File: src/rtl/mem_pkg.sv
// Shared definitions for the MEM stage: load-op bit positions, field widths,
// the per-entry sideband record, and width helpers for pointers and counters.
package mem_pkg;

  localparam int unsigned LD_W    = 0;
  localparam int unsigned LD_HU   = 1;
  localparam int unsigned LD_H    = 2;
  localparam int unsigned LD_BU   = 3;
  localparam int unsigned LD_B    = 4;
  localparam int unsigned LD_OP_W = 5;
  localparam int unsigned DATA_W  = 32;

  typedef struct packed {
    logic               mem_req;
    logic               res_from_mem;
    logic [LD_OP_W-1:0] ld_op;
    logic [DATA_W-1:0]  alu_result;
  } ms_fields_t;

  function automatic int unsigned ptr_w(input int unsigned depth);
    return (depth > 1) ? $clog2(depth) : 1;
  endfunction

  function automatic int unsigned cnt_w(input int unsigned depth);
    return $clog2(depth + 1);
  endfunction

  // Extra bit: back-to-back flushes can stack stale responses beyond DEPTH.
  function automatic int unsigned discard_w(input int unsigned depth);
    return $clog2(depth + 1) + 1;
  endfunction

endpackage

File: src/rtl/mem_ld_align.sv
// Load data alignment: picks the byte/half/word named by ld_op and addr and
// sign- or zero-extends it to 32 bits.
module mem_ld_align
  import mem_pkg::*;
(
  input  logic [DATA_W-1:0]  rdata,
  input  logic [LD_OP_W-1:0] ld_op,
  input  logic [1:0]         addr,
  output logic [DATA_W-1:0]  result_c
);

  logic [7:0]  byte_sel;
  logic [15:0] half_sel;

  always_comb begin
    byte_sel = rdata[{addr, 3'b000} +: 8];
    half_sel = addr[1] ? rdata[31:16] : rdata[15:0];
    result_c = rdata;
    if (ld_op[LD_B])       result_c = {{24{byte_sel[7]}}, byte_sel};
    else if (ld_op[LD_BU]) result_c = {24'b0, byte_sel};
    else if (ld_op[LD_H])  result_c = {{16{half_sel[15]}}, half_sel};
    else if (ld_op[LD_HU]) result_c = {16'b0, half_sel};
  end

endmodule

File: src/rtl/mem_stage_mq.sv
// Multi-entry MEM stage: in-order queue of EXE entries awaiting data_ok, with
// stale-response discarding after flush. Define MEM_STAGE_PERF_EN to add
// the perf_wait_cnt head-stall counter output.
module mem_stage_mq
  import mem_pkg::*;
#(
  parameter int unsigned DEPTH = 2,
  parameter int unsigned BUS_W = 192
) (
  input  logic                      clk,
  input  logic                      reset,
  input  logic                      es_to_ms_valid,
  output logic                      ms_allowin,
  input  logic [BUS_W-1:0]          es_to_ms_bus,
  input  logic                      es_mem_req,
  input  logic                      es_res_from_mem,
  input  logic [LD_OP_W-1:0]        es_ld_op,
  input  logic [DATA_W-1:0]         es_alu_result,
  input  logic                      data_sram_data_ok,
  input  logic [DATA_W-1:0]         data_sram_rdata,
  input  logic                      ws_allowin,
  output logic                      ms_to_ws_valid,
  output logic [BUS_W+DATA_W-1:0]   ms_to_ws_bus,
  input  logic                      flush,
  output logic                      ms_empty,
  output logic [cnt_w(DEPTH)-1:0]   ms_cnt
`ifdef MEM_STAGE_PERF_EN
  ,
  output logic [31:0]               perf_wait_cnt
`endif
);

  localparam int unsigned PTR_W = ptr_w(DEPTH);
  localparam int unsigned CNT_W = cnt_w(DEPTH);
  localparam int unsigned DSC_W = discard_w(DEPTH);

  logic [PTR_W-1:0]  head_q, head_d, tail_q, tail_d;
  logic [CNT_W-1:0]  cnt_q, cnt_d;
  logic [DSC_W-1:0]  disc_q, disc_d;
  logic [DEPTH-1:0]  valid_q, valid_d, arrived_q, arrived_d;
  ms_fields_t        fld_q[DEPTH], fld_d[DEPTH];
  logic [BUS_W-1:0]  pay_q[DEPTH], pay_d[DEPTH];
  logic [DATA_W-1:0] rdata_q[DEPTH], rdata_d[DEPTH];

  logic              tgt_found;
  logic [PTR_W-1:0]  tgt_idx, scan_idx;
  logic [DSC_W-1:0]  pend_cnt;
  logic              ok_to_disc, ok_to_ent, ok_used, head_hit;
  logic              enq, deq;
  logic [DATA_W-1:0] head_rdata, ld_res;
  ms_fields_t        head_fld;

  // Oldest entry still waiting for its response, plus how many are waiting.
  always_comb begin
    tgt_found = 1'b0;
    tgt_idx   = head_q;
    scan_idx  = head_q;
    pend_cnt  = '0;
    for (int i = 0; i < DEPTH; i++) begin
      scan_idx = head_q + PTR_W'(i);
      if (valid_q[scan_idx] && fld_q[scan_idx].mem_req && !arrived_q[scan_idx]) begin
        pend_cnt = pend_cnt + DSC_W'(1);
        if (!tgt_found) begin
          tgt_found = 1'b1;
          tgt_idx   = scan_idx;
        end
      end
    end
  end

  assign ok_to_disc = data_sram_data_ok && (disc_q != '0);
  assign ok_to_ent  = data_sram_data_ok && (disc_q == '0) && tgt_found;
  assign ok_used    = ok_to_disc || ok_to_ent;
  assign head_hit   = ok_to_ent && (tgt_idx == head_q);
  assign head_fld   = fld_q[head_q];

  assign ms_allowin     = (cnt_q != CNT_W'(DEPTH)) && !flush;
  assign ms_to_ws_valid = valid_q[head_q] && !flush &&
                          (!head_fld.mem_req || arrived_q[head_q] || head_hit);
  assign enq            = es_to_ms_valid && ms_allowin;
  assign deq            = ms_to_ws_valid && ws_allowin;
  assign ms_empty       = (cnt_q == '0);
  assign ms_cnt         = cnt_q;

  // Same-cycle response for the head bypasses the capture register.
  assign head_rdata = head_hit ? data_sram_rdata : rdata_q[head_q];

  mem_ld_align u_ld_align (
    .rdata    (head_rdata),
    .ld_op    (head_fld.ld_op),
    .addr     (head_fld.alu_result[1:0]),
    .result_c (ld_res)
  );

  assign ms_to_ws_bus = {pay_q[head_q], head_fld.res_from_mem ? ld_res : head_fld.alu_result};

  always_comb begin
    head_d    = head_q;
    tail_d    = tail_q;
    cnt_d     = cnt_q;
    disc_d    = disc_q;
    valid_d   = valid_q;
    arrived_d = arrived_q;
    fld_d     = fld_q;
    pay_d     = pay_q;
    rdata_d   = rdata_q;
    if (flush) begin
      // Every response still owed to a dropped entry must be swallowed later.
      head_d    = '0;
      tail_d    = '0;
      cnt_d     = '0;
      valid_d   = '0;
      arrived_d = '0;
      disc_d    = disc_q + pend_cnt - DSC_W'(ok_used);
    end else begin
      if (ok_to_disc) disc_d = disc_q - DSC_W'(1);
      if (ok_to_ent) begin
        arrived_d[tgt_idx] = 1'b1;
        rdata_d[tgt_idx]   = data_sram_rdata;
      end
      if (deq) begin
        valid_d[head_q]   = 1'b0;
        arrived_d[head_q] = 1'b0;
        head_d            = head_q + PTR_W'(1);
      end
      if (enq) begin
        valid_d[tail_q]   = 1'b1;
        arrived_d[tail_q] = 1'b0;
        fld_d[tail_q]     = '{mem_req: es_mem_req, res_from_mem: es_res_from_mem,
                              ld_op: es_ld_op, alu_result: es_alu_result};
        pay_d[tail_q]     = es_to_ms_bus;
        tail_d            = tail_q + PTR_W'(1);
      end
      if (enq && !deq)      cnt_d = cnt_q + CNT_W'(1);
      else if (!enq && deq) cnt_d = cnt_q - CNT_W'(1);
    end
  end

  always_ff @(posedge clk or posedge reset) begin
    if (reset) begin
      head_q    <= '0;
      tail_q    <= '0;
      cnt_q     <= '0;
      disc_q    <= '0;
      valid_q   <= '0;
      arrived_q <= '0;
    end else begin
      head_q    <= head_d;
      tail_q    <= tail_d;
      cnt_q     <= cnt_d;
      disc_q    <= disc_d;
      valid_q   <= valid_d;
      arrived_q <= arrived_d;
    end
  end

  always_ff @(posedge clk) begin
    fld_q   <= fld_d;
    pay_q   <= pay_d;
    rdata_q <= rdata_d;
  end

`ifdef MEM_STAGE_PERF_EN
  logic [31:0] perf_q, perf_d;

  always_comb begin
    perf_d = perf_q;
    if (valid_q[head_q] && head_fld.mem_req && !arrived_q[head_q] &&
        !data_sram_data_ok && (perf_q != '1))
      perf_d = perf_q + 32'd1;
  end

  always_ff @(posedge clk or posedge reset) begin
    if (reset) perf_q <= '0;
    else       perf_q <= perf_d;
  end

  assign perf_wait_cnt = perf_q;
`endif

endmodule

File: config.mk
export PLATFORM = sky130hd
export DESIGN_NAME = mem_stage_mq
export DESIGN_NICKNAME = d
export VERILOG_FILES = /design/src/rtl/mem_pkg.sv /design/src/rtl/mem_ld_align.sv /design/src/rtl/mem_stage_mq.sv
export SDC_FILE = /design/constraint.sdc
export NUM_CORES = 1
export LEC_CHECK = 0
export BUFFER_PORTS_ARGS = -buffer_cell sky130_fd_sc_hd__buf_2
export CORE_UTILIZATION = 47
export CTS_BUF_LIST = sky130_fd_sc_hd__clkbuf_16
export DETAILED_ROUTE_END_ITERATION = 10
export PLACE_DENSITY = 0.74
export REMOVE_ABC_BUFFERS = 1
export SLEW_MARGIN = 40
export SYNTH_ARGS = -nofsm -noshare
export SYNTH_HDL_FRONTEND = slang
export SYNTH_SLANG_ARGS = --single-unit
File: constraint.sdc
create_clock -name clk -period 13.1 [get_ports clk]
set_input_delay 3.93 -clock clk [delete_from_list [all_inputs] [get_ports clk]]
set_output_delay 3.93 -clock clk [all_outputs]
set_load 0.05 [all_outputs]
[Word-level counts from Yosys, hierarchy flattened]
Index checks and enable logic that the tools add are counted.
W data, S select, Z words.
Cells by class
  add/sub/neg operators: 8
  multipliers: 0
  divide/modulo/power cells: 0
  magnitude comparators: 13
  equality and inequality tests: 2
  shift-type cells: 1
  muxes and demuxes: 67
  bitwise gates (word level): 12
  reductions and logical operators: 38
Operators by type and width (count)
  $mux W192: 4
  $bwmux W384: 1
  $mux W32: 10
  $mux W39: 7
  $demux W192 S1: 1
  $bwmux W78: 1
  $bwmux W64: 1
  $demux W39 S1: 1
  $demux W32 S1: 1
  $shiftx A32 B6 Y8: 1
  $mux W2: 13
  $logic_and A1 B1 Y1: 20
  $mux W1: 20
  $mux W16: 1
  $mux W3: 3
  $ge A2 B2 Y1 const B: 4
  $lt A1 B2 Y1 const B: 4
  $not A1 Y2: 4
  $and A2 B2 Y2: 3
  $logic_not A1 Y1: 6
  $reduce_bool A2 Y1: 3
  $reduce_bool A3 Y1: 2
  $lt A2 B1 Y1 const B: 2
  $not A2 Y2: 2
  17 further kinds: 26
Word-level totals
  register bits after elaboration: 537
  bits in latches: 0
  RAM bits: 0
  bits in read-only memories: 0
  logic and storage cells: 159
  memories kept: 0

[Logic depth before layout (Yosys ltp)]
Gate-level depths: netlist of the first run.
  word-level depth: 22
  mapped depth: 16

[Modules after synthesis]
From an unflattened synthesis of the first run, not the netlist that was laid out.
Second synthesis, totals
  cell total of the unflattened synthesis: 1139
  area total of the unflattened synthesis: 21271.7 um^2
By module, submodules not included
  mem_stage_mq: instances 1, cells an instance 1020, area each 20419.6 um^2
  mem_ld_align: instances 1, cells an instance 119, area each 852.1 um^2

[Worst setup path before layout of the first run]
Ideal clock, no wire load.
  path type: input -> register
  from: input port flush
  to: register fld_q[39] (netlist name), enable pin
  setup time: 0.829 ns
  arrival time: 14.782 ns
  data required time: 12.271 ns
  slack: -2.511 ns
  stages: 4
  cells stage by stage: clkbuf_1 -> a21oi_1 -> nand2_1 -> nor2_1
Between the ends
  longest elaborated chain between the ends: 4
  elaborated cells between the ends (all ways): 5
  classes of those cells: bitwise (1); reduce/logical (4)
RTL lines
  start, declared: line mem_stage_mq.sv:24  | input logic flush,
  $logic_not A1 Y1: line mem_stage_mq.sv:77  | assign ms_allowin = (cnt_q != CNT_W'(DEPTH)) && !flush;
  $logic_and A1 B1 Y1: line mem_stage_mq.sv:77
  named net ms_allowin: line mem_stage_mq.sv:13  | output logic ms_allowin,
  $logic_and A1 B1 Y1: line mem_stage_mq.sv:80  | assign enq = es_to_ms_valid && ms_allowin;
  $reduce_and A2 Y1 (no source line)
  end signal, assigned: line mem_stage_mq.sv:158  | fld_q <= fld_d;
  end, declared: line mem_stage_mq.sv:41  | ms_fields_t fld_q[DEPTH], fld_d[DEPTH];
The timed path passes the listed nets, and every way through them passes these cells.
A chain may end at the register's enable or synchronous reset.

[Final worst setup path of the first run]
  from: input port data_sram_data_ok
  to: output port ms_to_ws_bus[17]
Between the ends
  longest elaborated chain between the ends: 9
  elaborated cells between the ends (all ways): 11
  classes of those cells: shift (1); mux (7); reduce/logical (3)
RTL lines
  start, declared: line mem_stage_mq.sv:19  | input logic data_sram_data_ok,
  $logic_and A1 B1 Y1 * (2 in series): line mem_stage_mq.sv:72  | assign ok_to_ent = data_sram_data_ok && (disc_q == '0) && tgt_found;
  $logic_and A1 B1 Y1 *: line mem_stage_mq.sv:74  | assign head_hit = ok_to_ent && (tgt_idx == head_q);
  $mux W32 *: line mem_stage_mq.sv:86  | assign head_rdata = head_hit ? data_sram_rdata : rdata_q[head_q];
  branches (longest 3 deep; another with $shiftx A32 B6 Y8)
  $mux W32 *: line mem_ld_align.sv:19  | if (ld_op[LD_B]) result_c = {{24{byte_sel[7]}}, byte_sel};
  $mux W32 *: line mem_stage_mq.sv:95  | assign ms_to_ws_bus = {pay_q[head_q], head_fld.res_from_mem ? ld_res : head_fld.alu_result};
  end, declared: line mem_stage_mq.sv:23  | output logic [BUS_W+DATA_W-1:0] ms_to_ws_bus,
Mark *: on every way between the ends.

==> out/qor.yml, run 1 <==
floorplan.die_area_mm2: 0.0477
min-delay-path-class: "reg2reg"
layout_setup_ws_ns: 2.42
antenna_found_initial: 16
holdBufCountCts: 0
leakage_nw: 9.68
rsz0062_at_grt: "no"
path_cells: "buf_2, and4bb_1, o21ai_4, buf_4, nor2_1, buf_4, a2111oi_4, o41ai_4, buf_4, a31oi_1, buf_2"
synth.yosys.warnings: 0
clock_tree.root_cell: "clkbuf_16"
drt_iter0_markers: 1307
syn-cell-area_mm2: 0.0220
post-route-min-period_ns: 10.68
finish.net_count: 2056
viasPerCell: 5.64
slew_of_the_pin_with_the_lowest_slew_margin_ns: 0.858
synth_enable_flop_cells: 524
worstPathMaxFanout: 36
yosys_register_bits: 535
clkLatencyLatePin_ns: 0.60
worst_ir_drop_vdd_uv: 143
post_cts_resized: 0
die_x_um: 218
instances_no_fill: 2430
grt_overflow_total: 0
rows: 78
synth.avg_cell_area_um2: 17.1
global_route_wire_length_before_repair_mm: 79.6
skew_ns: 0.0185
drt_first_pass_iters: 6
worst_slack_placed_ns: 2.47
timing.slew.headroom_pct: 42.6
final-setup-viol-count: 0
critical-path-max-stage-delay_ns: 0.45
ys.flop_type: "edfxtp_1"
synth-async-reset-ratio_pct: 2.06
worst-endpoint-required_ns: 9.17
crit_path_top_delay_cell: "a2111oi_4"
synthCells: 1285
route.vias.total: 13700
ctsLongestPathBuffers: 3
synth_cell_type_count: 87
grt_max_degree: 147
worst-endpoint-arrival_ns: 6.75
cts_tree: "built"
kind_of_cell_adding_the_most_delay_to_the_critical_path: "buffers and inverters"
max_capacitance_violation_count: 0
cts-htree-levels: 2
pin_count: 498
critical_path.endpoint_type: "output pin"
starting_density_pct: 48.0
core_mm2: 0.0458
cts_made_buffers: 54
synthToLayoutAreaGrowth_pct: 21.9
cp_common_cell: "buf_4"
worst_setup_path_start_kind: "input pin"
final-max-slew-violation-count: 0
drt-total-wl_mm: 54.1
first_global_vias: 13900
period_utilization_pct: 81.6
cp.buffers_inverters: 5
grt_util_all_layers_pct: 22.2
hold_viol: 0
criticalPathCategory: "in2out"
per_cell_routed_wire_length_um: 22.3
p_per_area_mw_per_mm2: 158
detail-route-antenna-nets: 0
cts_num_sinks: 535
dp.final_hpwl_mm: 36.9
clk_pin_slew_worst_paths_ns: 0.06
post-cts-setup-buffer-count: 0
seq_area_frac_synth_pct: 72.8
placedCellCount: 2322
die_y_um: 218
numPortBuffers: 496
post-route-drc-count: 0
drive_above_1_share_pct: 45.3
run_status: "finished, final reports clean"
fin_hold_ws_ns: 0.532
gp_routability_congestion: 0.904
achievable-frequency_ghz: 0.0936
[state kept, by name, summed over array words and instances, names as in the netlist]
| signal | cells |
|---|---|
| fld_q | 76 |
| tail_q | 1 |
| arrived_q | 2 |
| rdata_q | 64 |
| valid_q | 2 |
| head_q | 1 |
| ms_cnt | 2 |
| disc_q | 3 |
| pay_q | 384 |
[layer usage]
metal  vias to the layer above  GRT usage [%]  share of wire [%]
met5                         -              0               0.18
met4                        14           9.39                3.8
met3                       133           6.90                9.4
met2                       638           38.1                 51
met1                      6740           25.4                 36
li1                       6172              -                  -
[cells by family (layout without fill, tap and decap cells)]
family / after synthesis / in the layout / share of synthesized area [%]
compound gates: 247 / 247 / 7.93
xor+xnor: 5 / 5 / 0.199
fa+ha+maj: 7 / 7 / 0.432
buf+inv: 100 / 637 / 2.26
flops: 535 / 535 / 72.8
mux: 249 / 249 / 12.6
other cells: 0 / 8 / 0
simple gates: 142 / 142 / 3.74
[power by group]
part           internal (mW)  total, mW  switching (mW)  leakage (nW)
Sequential              1.98       2.00          0.0273          4.93
Combinational          0.216      0.765           0.549          3.86
Clock                  0.839       1.47           0.635         0.886
[layout by cell type (no fill, tap or decap), drive strengths merged, types with 3 or more instances in the layout]
master,count
edfxtp,524
buf,521
mux2,198
o21ai,59
clkbuf,55
mux2i,50
a21oi,34
nor2,33
inv,33
o211ai,32
o22ai,28
nand3,24
a31oi,24
clkinv,24
a211oi,15
nand4,14
nand2,14
nor3,14
dfrtp,11
nor2b,9
diode,8
nand2b,6
a221oi,6
ha,6
a21o,5
o31ai,5
a2bb2oi,5
nand3b,5
or3,4
o2bb2ai,4
bufinv,4
xnor2,3
o221ai,3
nor4,3
o32ai,3
or2,3
[synthesized netlist by cell type (all sizes together), types with 4 or more instances]
master	n	share of area [%]
a31oi	24	0.71
o211ai	32	1.1
inv	18	0.31
o2bb2ai	4	0.16
nor2	33	0.56
a21oi	34	0.81
buf	50	1.4
or3	4	0.11
nor2b	9	0.26
nand2	14	0.25
mux2	198	10
a211oi	15	0.56
ha	6	0.34
nand2b	6	0.17
o31ai	5	0.17
a21o	5	0.17
o21ai	59	1.4
o22ai	28	0.80
a221oi	6	0.24
nand3	24	0.55
nor3	14	0.39
nand4	14	0.40
a2bb2oi	5	0.20
mux2i	50	2.4
clkbuf	32	0.55
dfrtp	11	1.3
edfxtp	524	72
nand3b	5	0.24
[final cells by class]
cell class,count,area [um^2]
flip-flops and latches,535,16000
repair buffers,521,2740
fillers,3480,19000
inverters,18,67.6
clock buffers,55,1380
clock inverters,43,330
multi-input cells,650,5510
well taps,600,751
diodes,8,20.0
[per-stage QoR]
step                      setup TNS, ns  power, mW  cell area [um^2]  utilization, %
after global placement                0       2.78             25000            54.6
after floorplan                 -585.50       2.62             21600               -
after CTS                             0       4.27             26700            58.4
after detailed placement              0       2.80             25000            54.7
after global routing                  0       4.38             26800            58.5
final                                 0       4.24             26800            58.6
[worst paths after layout]
path | from | end | slack (ns) | cells after the start
worst max-delay path | data_sram_data_ok | ms_to_ws_bus[17] | 2.42 | 11
worst min-delay path | disc_q[2] | disc_q[2] | 0.53 | 1
worst max register to register | arrived_q[1] | ms_cnt[1] | 9.47 | 9
worst min register to register | disc_q[2] | disc_q[2] | 0.53 | 1
max in group asynchronous | reset | head_q | 9.43 | 2
min in group asynchronous | reset | disc_q[0] | 3.32 | 2
Note: power is estimated with default switching activity, not from simulation.
==> run 2: changes to the inputs <==
- ABC_AREA: not set -> 1
- clock period: 13.1 -> 10.7 ns (I/O delays scaled with it)
==> out/qor.yml, run 2 <==
netSwitchingFraction_pct: 33.5  # +5.0 points
rr_worst_depth: 15  # +6
post_cts_resized: 0  # unchanged
per_cell_routed_wire_length_um: 17.6  # -21%
power_switching_mw: 1.93  # +60%
use_met2_pct: 37.2  # -0.97 points
filler_cell_count: 3616  # +3.9%
skew_ns: 0.0151  # -0.00336 ns
seq_area_frac_synth_pct: 74.4  # +1.5 points
p_per_area_mw_per_mm2: 219  # +38%
route.vias.total: 15100  # +9.9%
grt_util_all_layers_pct: 22.0  # -0.14 points
core_mm2: 0.0453  # -1.1%
rsz0062_at_grt: "no"
worst_setup_path_start_kind: "input pin"
globalRouteMet1Util_pct: 25.1  # -0.28 points
rows: 78  # unchanged
clkLatencyLatePin_ns: 0.60  # about the same
fin_hold_ws_ns: 0.556  # +0.0244 ns
max_ffs_per_register: 384  # unchanged
starting_density_pct: 47.6  # -0.49 points
pin_count: 498  # unchanged
critical_path_cell_count: 15  # +4
die_y_um: 216  # -1.0%
post_synth_most_frequent_cells: "nand2_1, edfxtp_1, nand3_1, inv_1, nor2_1"
leading_cell_type_in_the_layout_fill_and_taps_excluded: "nand2_1"
grt_overflow_total: 0  # unchanged
power.clock.fraction_pct: 31.7  # -3.1 points
drive_above_1_share_pct: 26.1  # -19 points
hold-path-cell-count: 2  # +1
clk_pin_slew_worst_paths_ns: 0.06  # about the same
detail-route-antenna-nets: 0  # unchanged
holdBufCountCts: 0  # unchanged
final-setup-viol-count: 0  # unchanged
crit_path_top_delay_cell: "nand2_4"
share_seq_of_total_power_pct: 43.9  # -3.3 points
clock_tree.root_cell: "clkbuf_16"
gp_routability_congestion: 0.887  # -1.8%
grt-busiest-layer: "met2"
synth.avg_cell_area_um2: 11.6  # -32%
synth.yosys.warnings: 0  # unchanged
global_route_wire_length_before_repair_mm: 79.6  # about the same
antenna_found_initial: 22  # +6
synthToLayoutAreaGrowth_pct: 22.4
synth_enable_flop_cells: 524  # unchanged
drt-total-wl_mm: 52.7  # -2.6%
ys.flop_type: "edfxtp_1"
achievable-frequency_ghz: 0.116
synthCells: 1856  # +44%
post-route-drc-count: 0  # unchanged
first_global_vias: 14900  # +7.0%
leading_cell_types_in_the_layout_fill_and_taps_excluded: "nand2_1, edfxtp_1, buf_2"
finalPower_mw: 5.77  # +36%
cts_tree: "built"
cp.buffers_inverters: 4  # -1
synth.largest_area_cell: "edfxtp_1"
met3_usage_pct: 7.57  # +0.67 points
ctsLongestPathBuffers: 3  # unchanged
cts_num_sinks: 535  # unchanged
run_status: "finished, final reports clean"
slew_of_the_pin_with_the_lowest_slew_margin_ns: 0.783  # -0.0746 ns
floorplan.die_area_mm2: 0.0467  # -2.0%
synth_cell_type_count: 36  # -59%
synth_top_cell_area_share_pct: 73.1  # +1.5 points
path_cells: "buf_2, inv_1, nor2_1, nand3_1, inv_2, nand2_4, nand2_1, nand3_1, nand2_1, nand2_2, nand3_1, nand2_1, nand2_1, nand2_1, buf_2"
final-max-slew-violation-count: 0  # unchanged
hold_viol: 0  # unchanged
timing.slew.headroom_pct: 47.8  # +5.2 points
viasPerCell: 5.03  # -11%
drt_iter0_markers: 1210  # -7.4%
leading_cell_type_by_number_of_instances_after_synthesis: "nand2_1"
yosys_register_bits: 535  # unchanged
worst_slack_placed_ns: 2.15  # -0.320 ns
numPortBuffers: 496  # unchanged
criticalPathCategory: "in2out"
synth-async-reset-ratio_pct: 2.06  # unchanged
post-route-min-period_ns: 8.64
reg.largest.list: "pay_q (384), fld_q (76), rdata_q (64)"
max_flop_register: "pay_q"
internal_power_mw: 3.84  # +27%
worstPathMaxFanout: 42  # +17%
layout_setup_ws_ns: 2.06  # -0.354 ns
worst_ir_drop_vdd_uv: 219  # +53%
synth.area.top_cells: "edfxtp_1, nand2_1, nand3_1"
min-delay-path-class: "reg2reg"
max_capacitance_violation_count: 0  # unchanged
dp.final_hpwl_mm: 34.6  # -6.3%
finish.net_count: 2620  # +27%
die_x_um: 216  # -1.0%
post-cts-setup-buffer-count: 0  # unchanged
critical-path-max-stage-delay_ns: 0.39  # -0.06 ns
worst-endpoint-arrival_ns: 5.43  # -1.32 ns
cts_made_buffers: 53  # -1.9%
kind_of_cell_adding_the_most_delay_to_the_critical_path: "simple AND/OR/NAND/NOR gates"
cts-htree-levels: 2  # unchanged
syn-cell-area_mm2: 0.0215  # -2.1%
power.combinational.fraction_pct: 24.4  # +6.4 points
worst-endpoint-required_ns: 7.49  # -1.68 ns
leakage_nw: 11.4  # +17%
grt_max_degree: 154  # +4.8%
drt_first_pass_iters: 7  # +1
period_utilization_pct: 80.7
critical_path.endpoint_type: "output pin"
cp_common_cell: "nand2_1"
## run 2: final cells by class
class | count | area [um^2] | share of cell area [%]
Sequential cell | 535 | 16000 | 60.7
Multi-Input combinational cell | 1173 | 4890 | 18.5
Timing Repair Buffer | 512 | 2700 | 10.2
Clock buffer | 53 | 1330 | 5.03
Tap cell | 600 | 751 | 2.85
Clock inverter | 45 | 394 | 1.49
Inverter | 69 | 272 | 1.03
Antenna cell | 8 | 20.0 | 0.0759
## run 2: cell families after synthesis
logic type,synth area share (%)
compound gates,1.72
xor+xnor,0.163
fa+ha+maj,0.442
buf+inv,3.07
flops,74.4
mux,0.558
simple gates,19.7
## run 2: worst paths after layout
check | endpoint | startpoint | slack, ns
setup / recovery | ms_to_ws_bus[18] | data_sram_data_ok | 2.06
hold / removal | valid_q[1] | valid_q[1] | 0.56
setup reg to reg | disc_q[2] | head_q | 7.18
hold reg to reg | valid_q[1] | valid_q[1] | 0.56
max in group asynchronous | head_q | reset | 7.71
min in group asynchronous | disc_q[1] | reset | 2.63
## run 2: worst min-delay path, stage by stage (launching register included)
cell     delay, ns
dfrtp_1       0.39
nand2_1       0.07
a21oi_1       0.05
## run 2: power groups by stage
stage               registers, mW  logic (mW)  clock network, mW
finish                       2.53        1.41               1.83
global route                 2.54        1.51               1.93
CTS                          2.53        1.41               1.86
detailed placement           2.58        1.40                  0
global placement             2.57        1.38                  0
floorplan                    2.65        1.01                  0
## run 2: metal layers
metal	vias up	wire length, um
met4	24	2100
li1	7187	-
met5	-	146
met1	7043	19000
met2	647	26100
met3	156	5340
## run 2: per-stage QoR
step / cells / utilization [%] / cell area [um^2] / TNS [ns]
after floorplan: 1777 / - / 21100 / -2358.79
after global placement: 2886 / 54.2 / 24500 / 0
after detailed placement: 2887 / 54.2 / 24600 / 0
after CTS: 2985 / 58.0 / 26300 / 0
after global routing: 2990 / 58.2 / 26400 / 0
final: 2995 / 58.2 / 26400 / 0
==> run 3: changes to the inputs <==
- PLACE_DENSITY: 0.74 -> 0.77
- clock period: 10.7 -> 7.2 ns (I/O delays scaled with it)
==> out/qor.yml, run 3 (synthesized netlist as in run 2, its figures left out) <==
run_status: "finished, final reports clean"
pin_count: 498  # unchanged
ctsLongestPathBuffers: 3  # unchanged
finalPower_mw: 8.42  # +46%
worst-r2r-setup-slack_ns: 3.95  # -3.23 ns
max_ffs_per_register: 384  # unchanged
leading_cell_type_in_the_layout_fill_and_taps_excluded: "nand2_1"
drt-total-wl_mm: 53.0  # +0.57%
criticalPathCategory: "in2out"
instances_no_fill: 2986  # -0.30%
starting_density_pct: 47.6  # unchanged
first_global_vias: 14900  # -0.13%
post-cts-setup-buffer-count: 0  # unchanged
cts_num_sinks: 535  # unchanged
p_per_area_mw_per_mm2: 321  # +47%
gp_routability_congestion: 0.910  # +2.5%
timing.slew.headroom_pct: 39.5  # -8.3 points
grt_max_degree: 121  # -21%
final-setup-viol-count: 0  # unchanged
post_cts_resized: 0  # unchanged
regToRegStartpoint: "head_q"
grt_overflow_total: 0  # unchanged
worst_setup_path_start_kind: "input pin"
holdBufCountCts: 0  # unchanged
clock_tree.root_cell: "clkbuf_16"
worst_ir_drop_vdd_uv: 269  # +23%
cts-htree-levels: 2  # unchanged
skew_ns: 0.00835  # -0.00679 ns
post-route-drc-count: 0  # unchanged
per_cell_routed_wire_length_um: 17.7  # +0.87%
viasPerCell: 5.09  # +1.2%
core_mm2: 0.0453  # unchanged
leakage_nw: 11.3  # -0.64%
layout_setup_ws_ns: 0.686  # -1.38 ns
drt_iter0_markers: 1461  # +21%
route.vias.total: 15200  # +0.91%
reg2reg_to: "disc_q[2]"
antenna_found_initial: 21  # -4.5%
min-delay-path-class: "reg2reg"
placedCellCount: 2887  # unchanged
worstPathMaxFanout: 42  # unchanged
cp-startpoint: "data_sram_data_ok"
drt_first_pass_iters: 5  # -2
slew_of_the_pin_with_the_lowest_slew_margin_ns: 0.908  # +0.125 ns
synthToLayoutAreaGrowth_pct: 21.6
drive_above_1_share_pct: 25.7  # -0.44 points
clkLatencyLatePin_ns: 0.59  # about the same
layout.core_utilization_pct: 57.8  # -0.39 points
global_route_wire_length_before_repair_mm: 80.6  # +1.3%
dp.final_hpwl_mm: 34.4  # -0.65%
reg.largest.list: "pay_q (384), fld_q (76), rdata_q (64)"
detail-route-antenna-nets: 0  # unchanged
rr_worst_depth: 15  # unchanged
floorplan.die_area_mm2: 0.0467  # unchanged
max_capacitance_violation_count: 0  # unchanged
clk_pin_slew_worst_paths_ns: 0.06  # about the same
die_y_um: 216  # unchanged
rsz0062_at_grt: "no"
die_x_um: 216  # unchanged
fin_hold_ws_ns: 0.538  # -0.0180 ns
rows: 78  # unchanged
hold_viol: 0  # unchanged
achievable-frequency_ghz: 0.154
worst_setup_path_endpoint: "ms_to_ws_bus[30]"
finish.net_count: 2618  # -0.076%
max_flop_register: "pay_q"
leading_cell_types_in_the_layout_fill_and_taps_excluded: "nand2_1, edfxtp_1, buf_2"
worst-endpoint-required_ns: 5.04  # -2.45 ns
worst_slack_placed_ns: 0.708  # -1.44 ns
cts_made_buffers: 53  # unchanged
cts_tree: "built"
post-route-min-period_ns: 6.51
critical_path.endpoint_type: "output pin"
grt_util_all_layers_pct: 22.2  # +0.18 points
numPortBuffers: 496  # unchanged
final-max-slew-violation-count: 0  # unchanged
worst-endpoint-arrival_ns: 4.35  # -1.08 ns
period_utilization_pct: 90.5
## run 3: how the worst min path moves through the flow
stage,depth (start not counted),startpoint,end
floorplan,2,valid_q[0],valid_q[0]
global placement,2,arrived_q[0],arrived_q[0]
detailed placement,2,valid_q[0],valid_q[0]
CTS,2,valid_q[0],valid_q[0]
global route,2,valid_q[0],valid_q[0]
finish,2,valid_q[0],valid_q[0]
## run 3: layout make-up
class | instances | area (um^2)
multi-input combinational | 1173 | 4890
clock buffer | 54 | 1350
inverter | 69 | 272
sequential | 535 | 16000
fill | 3604 | 19100
antenna | 9 | 22.5
timing repair buffer | 510 | 2650
tap | 600 | 751
clock inverter | 36 | 238
## run 3: where the power goes
group          leakage (nW)  internal [mW]  switching [mW]
registers              4.93           3.69          0.0653
logic                  5.53          0.453            1.66
clock network         0.824           1.42            1.13
total                  11.3           5.57            2.85
## run 3: per-stage QoR
stage | TNS, ns | cell area [um^2]
floorplan | -4292.73 | 21100
global placement | 0 | 24600
detailed placement | 0 | 24600
CTS | 0 | 26200
global route | 0 | 26200
finish | 0 | 26200
## run 3: worst max-delay path, stage by stage
cell     delay (ns)
buf_2          0.11
inv_1          0.05
nor2_1         0.04
nand3_1        0.11
inv_2          0.11
nand2_4        0.38
nand2_1        0.16
nand3_1        0.13
nand2_1        0.07
nand2_2        0.31
nand3_1        0.16
nand2_1        0.11
nand2_1        0.08
nand2_1        0.07
buf_2          0.27
## run 3: routing by layer
| layer | track usage [%] | part of all wire (%) |
|---|---|---|
| met5 | 0 | 0.25 |
| met4 | 7.84 | 2.7 |
| met3 | 7.00 | 10 |
| met2 | 39.1 | 51 |
| met1 | 25.2 | 36 |
